===== src/rtl/regfile_wr_sched_if.sv =====
// Two-requester write bundle for the register file write scheduler.
// Requesters hold valid/addr/data until the scheduler raises ready.
interface regfile_wr_sched_if #(
    parameter int WIDTH = 16,
    parameter int AW    = 3
);
    logic             req0_valid;
    logic [AW-1:0]    req0_addr;
    logic [WIDTH-1:0] req0_data;
    logic             req0_ready;
    logic             req1_valid;
    logic [AW-1:0]    req1_addr;
    logic [WIDTH-1:0] req1_data;
    logic             req1_ready;

    modport master (
        output req0_valid, req0_addr, req0_data,
        output req1_valid, req1_addr, req1_data,
        input  req0_ready, req1_ready
    );

    modport slave (
        input  req0_valid, req0_addr, req0_data,
        input  req1_valid, req1_addr, req1_data,
        output req0_ready, req1_ready
    );
endinterface


===== src/rtl/regfile_wr_sched.sv =====
// Register file write-port scheduler: zero sweep after reset/clear,
// then round-robin sharing of the single write port.
module regfile_wr_sched #(
    parameter int WIDTH = 16,
    parameter int DEPTH = 8,
    localparam int AW   = $clog2(DEPTH)
) (
    input  logic              clk,
    input  logic              rst_n,
    input  logic              clear,
    regfile_wr_sched_if.slave req,
    output logic              we,
    output logic [AW-1:0]     write_reg,
    output logic [WIDTH-1:0]  write_data,
    output logic              init_done
);
    typedef enum logic {INIT, RUN} state_t;

    localparam logic [AW-1:0] LAST = AW'(DEPTH - 1);

    state_t           state_q, state_d;
    logic [AW-1:0]    cnt_q, cnt_d;
    logic             ptr_q, ptr_d;
    logic             we_d, init_done_d;
    logic [AW-1:0]    write_reg_d;
    logic [WIDTH-1:0] write_data_d;
    logic             gnt0, gnt1;

    always_ff @(posedge clk) begin
        if (!rst_n) begin
            state_q    <= INIT;
            cnt_q      <= '0;
            ptr_q      <= 1'b0;
            we         <= 1'b0;
            write_reg  <= '0;
            write_data <= '0;
            init_done  <= 1'b0;
        end else begin
            state_q    <= state_d;
            cnt_q      <= cnt_d;
            ptr_q      <= ptr_d;
            we         <= we_d;
            write_reg  <= write_reg_d;
            write_data <= write_data_d;
            init_done  <= init_done_d;
        end
    end

    always_comb begin
        state_d      = state_q;
        cnt_d        = cnt_q;
        ptr_d        = ptr_q;
        we_d         = 1'b0;
        write_reg_d  = write_reg;
        write_data_d = write_data;
        init_done_d  = init_done;
        gnt0         = 1'b0;
        gnt1         = 1'b0;
        unique case (state_q)
            INIT: begin
                we_d         = 1'b1;
                write_reg_d  = cnt_q;
                write_data_d = '0;
                cnt_d        = cnt_q + 1'b1;
                if (cnt_q == LAST) begin
                    state_d     = RUN;
                    init_done_d = 1'b1;
                    cnt_d       = '0;
                end
            end
            RUN: begin
                if (clear) begin
                    state_d     = INIT;
                    init_done_d = 1'b0;
                    cnt_d       = '0;
                end else begin
                    gnt0 = req.req0_valid & (~req.req1_valid | ~ptr_q);
                    gnt1 = req.req1_valid & (~req.req0_valid | ptr_q);
                    // pointer moves only when both were competing
                    if (gnt0) begin
                        we_d         = 1'b1;
                        write_reg_d  = req.req0_addr;
                        write_data_d = req.req0_data;
                        if (req.req1_valid) ptr_d = 1'b1;
                    end else if (gnt1) begin
                        we_d         = 1'b1;
                        write_reg_d  = req.req1_addr;
                        write_data_d = req.req1_data;
                        if (req.req0_valid) ptr_d = 1'b0;
                    end
                end
            end
        endcase
    end

    assign req.req0_ready = gnt0;
    assign req.req1_ready = gnt1;
endmodule

===== src/flat_wrapper.sv =====
// flat-port wrapper written by rule: the top's interface ports become plain ports
module regfile_wr_sched_flat 
#(
    parameter int WIDTH = 16,
    parameter int DEPTH = 8,
    localparam int AW   = $clog2(DEPTH)
)
  (clk, rst_n, clear, we, write_reg, write_data, init_done, req_req0_valid, req_req0_addr, req_req0_data, req_req1_valid, req_req1_addr, req_req1_data, req_req0_ready, req_req1_ready);
  regfile_wr_sched_if #(.WIDTH(WIDTH)) req_i ();
  input  logic clk;
  input  logic rst_n;
  input  logic clear;
  output logic we;
  output logic [AW-1:0] write_reg;
  output logic [WIDTH-1:0] write_data;
  output logic init_done;
  input wire logic [$bits(req_i.req0_valid)-1:0] req_req0_valid;
  input wire logic [$bits(req_i.req0_addr)-1:0] req_req0_addr;
  input wire logic [$bits(req_i.req0_data)-1:0] req_req0_data;
  input wire logic [$bits(req_i.req1_valid)-1:0] req_req1_valid;
  input wire logic [$bits(req_i.req1_addr)-1:0] req_req1_addr;
  input wire logic [$bits(req_i.req1_data)-1:0] req_req1_data;
  output wire logic [$bits(req_i.req0_ready)-1:0] req_req0_ready;
  output wire logic [$bits(req_i.req1_ready)-1:0] req_req1_ready;
  assign req_i.req0_valid = req_req0_valid;
  assign req_i.req0_addr = req_req0_addr;
  assign req_i.req0_data = req_req0_data;
  assign req_i.req1_valid = req_req1_valid;
  assign req_i.req1_addr = req_req1_addr;
  assign req_i.req1_data = req_req1_data;
  assign req_req0_ready = req_i.req0_ready;
  assign req_req1_ready = req_i.req1_ready;
  regfile_wr_sched #(.WIDTH(WIDTH), .DEPTH(DEPTH)) u_core (.clk(clk), .rst_n(rst_n), .clear(clear), .req(req_i), .we(we), .write_reg(write_reg), .write_data(write_data), .init_done(init_done));
endmodule

===== config.mk =====
export PLATFORM = sky130hd
export DESIGN_NAME = regfile_wr_sched_flat
export DESIGN_NICKNAME = d
export VERILOG_FILES = /design/src/rtl/regfile_wr_sched_if.sv /design/src/rtl/regfile_wr_sched.sv /design/src/flat_wrapper.sv
export SDC_FILE = /design/constraint.sdc
export NUM_CORES = 1
export LEC_CHECK = 0
export CORE_MARGIN = 2
export CORE_UTILIZATION = 33
export DETAILED_ROUTE_END_ITERATION = 10
export PLACE_DENSITY = 0.68
export SETUP_SLACK_MARGIN = 0.1
export SYNTH_ARGS = -nofsm -noshare
export SYNTH_HDL_FRONTEND = slang
export SYNTH_SLANG_ARGS = --single-unit

===== constraint.sdc =====
create_clock -name clk -period 3.15 [get_ports clk]
set_clock_uncertainty 0.2 [all_clocks]
set_input_delay 0.4725 -clock clk [delete_from_list [all_inputs] [get_ports clk]]
set_output_delay 0.4725 -clock clk [all_outputs]
set_load 0.05 [all_outputs]

==> results of run 1 <==
## final timing paths
kind	start	slack, ns	end
max	req_req0_valid	0.55	req_req0_ready
min	u_core.write_data[6]$_SDFFE_PN0P_	0.27	u_core.write_data[6]$_SDFFE_PN0P_
max reg2reg	u_core.state_q$_SDFF_PN0_	1.18	u_core.write_data[2]$_SDFFE_PN0P_
min reg2reg	u_core.write_data[6]$_SDFFE_PN0P_	0.27	u_core.write_data[6]$_SDFFE_PN0P_
## report_power, final
| group | internal, mW | total, mW | switching, mW | leakage [nW] |
|---|---|---|---|---|
| Clock | 0.0854 | 0.181 | 0.0956 | 0.0216 |
| Sequential | 0.335 | 0.341 | 0.00555 | 0.211 |
| Combinational | 0.0757 | 0.124 | 0.0484 | 0.572 |
| Total | 0.497 | 0.646 | 0.150 | 0.805 |
## stage by stage
step           total power [mW]  hold WS (ns)  std cells  utilization [%]
2_1_floorplan             0.405         0.317        114                -
3_3_place_gp              0.471         0.250        222             52.6
3_5_place_dp              0.474         0.257        222             52.6
4_1_cts                   0.654         0.279        225             53.7
5_1_grt                   0.677         0.288        225             53.7
6_report                  0.646         0.272        225             53.7
## metal layers
metal  track usage [%]  vias to the layer above  share of wire [%]
li1                  -                      545                  -
met1              18.4                      541                 46
met2              25.5                       48                 47
met3              2.03                        2                6.6
met4              2.30                        0               0.45
met5                 0                        -                  0
## critical path: stages
cell and delay [ns]:
clkdlybuf4s50_1 0.65, a21boi_4 0.43, and2_1 0.23, buf_12 0.14
## cells in the mapped netlist (all sizes together)
master / number
dfxtp: 26
mux2i: 16
o2bb2ai: 16
buf: 8
nand2: 7
inv: 6
and2: 5
a21oi: 4
a32o: 3
nor2b: 3
o221ai: 3
or2: 3
a21boi: 2
ha: 2
o22ai: 2
and2b: 1
and3: 1
nand4b: 1
nor3: 1
o211ai: 1
o21ai: 1
o21bai: 1
xnor2: 1
## cell type report
class                      instances  area share, %
multi-input combinational         74           34.1
timing repair buffer              68           33.8
sequential                        26           25.9
tap                               48           2.99
clock buffer                       3           2.05
inverter                           6           1.12
## kinds of logic after synthesis
logic type,share of synthesized area (%)
AO/OA/AOI/OAI,28.1
AND/OR/NAND/NOR,9.43
multiplexers,12.2
buffers and inverters,8.10
flip-flops,39.6
adder cells (fa/ha/maj),1.90
XOR/XNOR,0.667
==> flow_summary.yaml, run 1 <==
critical_path:
  start_kind: "input port"
  cp_max_fo: 9
  r2r_cells: 3
  endpoint_kind: "output pin"
  cp.required_ns: 2.48
  critPathKind: "input port to output pin"
  cp.arrival_ns: 1.93
final_layout:
  design_area_um2: 2010
  fillers: 345
  largest_register_ffs: 16
  multiInputGateArea_um2: 687
  layout-drive-gt1-share_pct: 17.5
  area_growth_pct: 53.1
  diodes: 0
  mostFrequentLayoutCell: "clkdlybuf4s50_1"
  seq_area_um2: 520
  nets: 224
  layout_common_cells: "clkdlybuf4s50_1 (63), dfxtp_1 (26), mux2i_1 (16)"
floorplanning:
  io_pins: 66
  coreArea_um2: 3740
  start_util_pct: 35.1
  die_h_um: 67.1
  die_x_um: 67.1
  dieArea_um2: 4500
  rows: 22
route:
  drc: 0
  ant_nets: 0
  dr_total_vias: 1136
  drt-initial-drc-count: 24
  dr.pass1.iters: 4
  viasPerCell: 5.05
  drt-total-wl_um: 3120
  wire_per_inst_um: 13.9
place:
  io_buffers: 65
  place_hpwl_um: 2540
  dp_slack_ns: 0.534
  dpl_cell_area_um2: 1970
  gp_congestion: 0.837
grt:
  grt_pass1_wl_um: 4990
  grt_max_degree: 20
  track_usage_pct: 14.3
  overflow: 0
  antenna_found_initial: 0
  grt_pass1_vias: 1120
sta:
  rsz0062_at_grt: "false"
  layout_min_cycle_time_ns: 2.60
  tightest_slew_ns: 0.595
  hold_violations: 0
  setup_viol: 0
  slew_viol_final: 0
  relSlewSlack_pct: 60.3
  finalCritPeriodShare_pct: 82.7
  fmax_mhz: 384
  layout_setup_ws_ns: 0.546
  finalSetupTns_ns: 0
cts:
  cts.sinks: 26
  cts_root_buffer: "clkbuf_8"
  clkTransAtPathRegs_ns: 0.09
  cts-buffers-inserted: 3
  postCtsSetupBuffers: 0
  post_cts_resized: 0
  ctsHoldBuffers: 0
  clk_path_buf_depth: 2
  cts_tree: "yes"
  clock_latency_ns: 0.26
  htreeDepth: 1
yosys:
  syn_inst: 114
  synth.net_count: 159
  synth.area.top_cells: "dfxtp_1 (40%), mux2i_1 (12%), o2bb2ai_2 (11%), o2bb2ai_1 (4.0%), o221ai_2 (3.4%)"
  synth.lib_cells_used.distinct: 28
  synth_top_area_share_pct: 39.6
  synth.cell_area_um2: 1310
  synth_top_cell_by_area: "dfxtp_1"
  ys_seq_area_share_pct: 39.6
  synth-seq-cells: 26
  yosysWarnings: 0
  avgSynthCellArea_um2: 11.5
worst_hold_path:
  min_path_type: "flip-flop to flip-flop"
  worstHoldPathCells: 1
power:
  p_per_area_nw_per_um2: 321
  irDropWorstVdd_uv: 158
  leakagePower_nw: 0.805
job:
  cap_violations: 0
status:
  status: "complete, no violations"
Power figures use the tool's default switching activity.
==> run 2: changes to the inputs <==
Settings changed: PLACE_DENSITY 0.68 to 0.71.
Clock period 3.15 ns to 2.3 ns, I/O delays scaled along.
==> run 2 against run 1 <==
Compared with the run above: power grew 57%; sequential share of layout area is 0.95 points lower; non-clock buffer count rose by 4; critical endpoint unchanged; critical path type unchanged; count of clock-buffer cells in the layout is the same; wire length is 0.51% lower; largest power group unchanged; highest routed layer unchanged.
==> flow_summary.yaml, run 2 (same netlist as run 1, synthesis figures left out) <==
cts:
  cts.sinks: 26
  clkTransAtPathRegs_ns: 0.09
  clock_latency_ns: 0.26
  post_cts_resized: 0
  clk_path_buf_depth: 2
  cts_tree: "yes"
  cts-buffers-inserted: 3
  cts_root_buffer: "clkbuf_8"
  htreeDepth: 1
  ctsHoldBuffers: 0
  postCtsSetupBuffers: 0
sta:
  hold_violations: 0
  slew_viol_final: 0
  layout_min_cycle_time_ns: 2.03
  layout_setup_ws_ns: 0.271
  finalCritPeriodShare_pct: 88.2
  finalSetupTns_ns: 0
  setup_viol: 0
  tightest_slew_ns: 0.930
  hold-worst-slack_ns: 0.217
  rsz0062_at_grt: "false"
  relSlewSlack_pct: 37.8
  fmax_mhz: 493
route:
  dr_total_vias: 1107
  drt-initial-drc-count: 28
  wire_per_inst_um: 13.5
  dr.pass1.iters: 2
  drt-total-wl_um: 3110
  viasPerCell: 4.81
  ant_nets: 0
  drc: 0
final_layout:
  diodes: 0
  largest_register_ffs: 16
  design_area_um2: 2090
  nets: 228
  mostFrequentLayoutCell: "clkdlybuf4s50_1"
  area_growth_pct: 59.0
  finish.utilization_pct: 55.8
  layout_common_cells: "clkdlybuf4s50_1 (62), dfxtp_1 (26), mux2i_1 (16)"
  fillers: 321
  layout-drive-gt1-share_pct: 20.3
  layout.cells.non_filler: 230
power:
  p_switching_uw: 214
  p_clk_share_pct: 36.7
  total_power_mw: 1.01
  irDropWorstVdd_uv: 475
  pwr-share-seq_pct: 46.0
  intPower_uw: 799
  leakagePower_nw: 0.851
  pwr-share-comb_pct: 17.3
  p_per_area_nw_per_um2: 485
  p_sw_share_pct: 21.1
critical_path:
  critPathKind: "input port to output pin"
  cp_max_fo: 4
  cp.arrival_ns: 1.48
  cp.required_ns: 1.75
  endpoint_kind: "output pin"
  start_kind: "input port"
grt:
  antenna_found_initial: 0
  track_usage_pct: 14.2
  grt_pass1_wl_um: 4930
  grt_pass1_vias: 1079
  grt_max_degree: 19
  overflow: 0
floorplanning:
  start_util_pct: 35.1
  io_pins: 66
  rows: 22
  dieArea_um2: 4500
  coreArea_um2: 3740
  die_h_um: 67.1
  die_x_um: 67.1
worst_hold_path:
  min_path_type: "input port to flip-flop"
place:
  dpl_cell_area_um2: 2010
  dp.cells: 226
  io_buffers: 65
  gp_congestion: 0.765
  dp_slack_ns: 0.108
  place_hpwl_um: 2510
job:
  cap_violations: 0
status:
  status: "complete, no violations"
-- run 2: path summary, 6_finish.rpt --
check / end / cells after the start / slack [ns] / start
worst max register to register: u_core.write_data[14]$_SDFFE_PN0P_ / 4 / 0.82 / u_core.ptr_q$_SDFFE_PN0P_
worst min register to register: u_core.write_data[15]$_SDFFE_PN0P_ / 1 / 0.27 / u_core.write_data[15]$_SDFFE_PN0P_
worst min-delay path: u_core.state_q$_SDFF_PN0_ / 2 / 0.22 / clear
worst max-delay path: req_req0_ready / 5 / 0.27 / req_req1_valid
-- run 2: area by class of cell --
class	instances	area [µm²]	area share [%]
Sequential cell	26	520	24.9
Clock buffer	3	41.3	1.98
Tap cell	48	60.1	2.88
Timing Repair Buffer	72	726	34.8
Multi-Input combinational cell	74	688	33.0
Clock inverter	1	30.0	1.44
Inverter	6	22.5	1.08
-- run 2: critical path, stage by stage --
cell and delay [ns]:
clkdlybuf4s50_1 0.46, buf_4 0.18, a21boi_4 0.17, and2_1 0.19
buf_12 0.14
-- run 2: routing by layer --
layer	GRT usage, %	vias up	part of all wire, %
met1	16.9	507	43
met2	25.5	38	49
met3	4.05	2	7.5
met4	2.04	0	0.42
met5	0	-	0
li1	-	560	-
-- run 2: power by group through the flow --
stage               Sequential [mW]  Combinational [mW]  Clock, mW
finish                        0.466               0.175      0.372
global route                  0.468               0.188      0.403
CTS                           0.466               0.177      0.384
detailed placement            0.476               0.176          0
global placement              0.476               0.172          0
floorplan                     0.491              0.0642          0
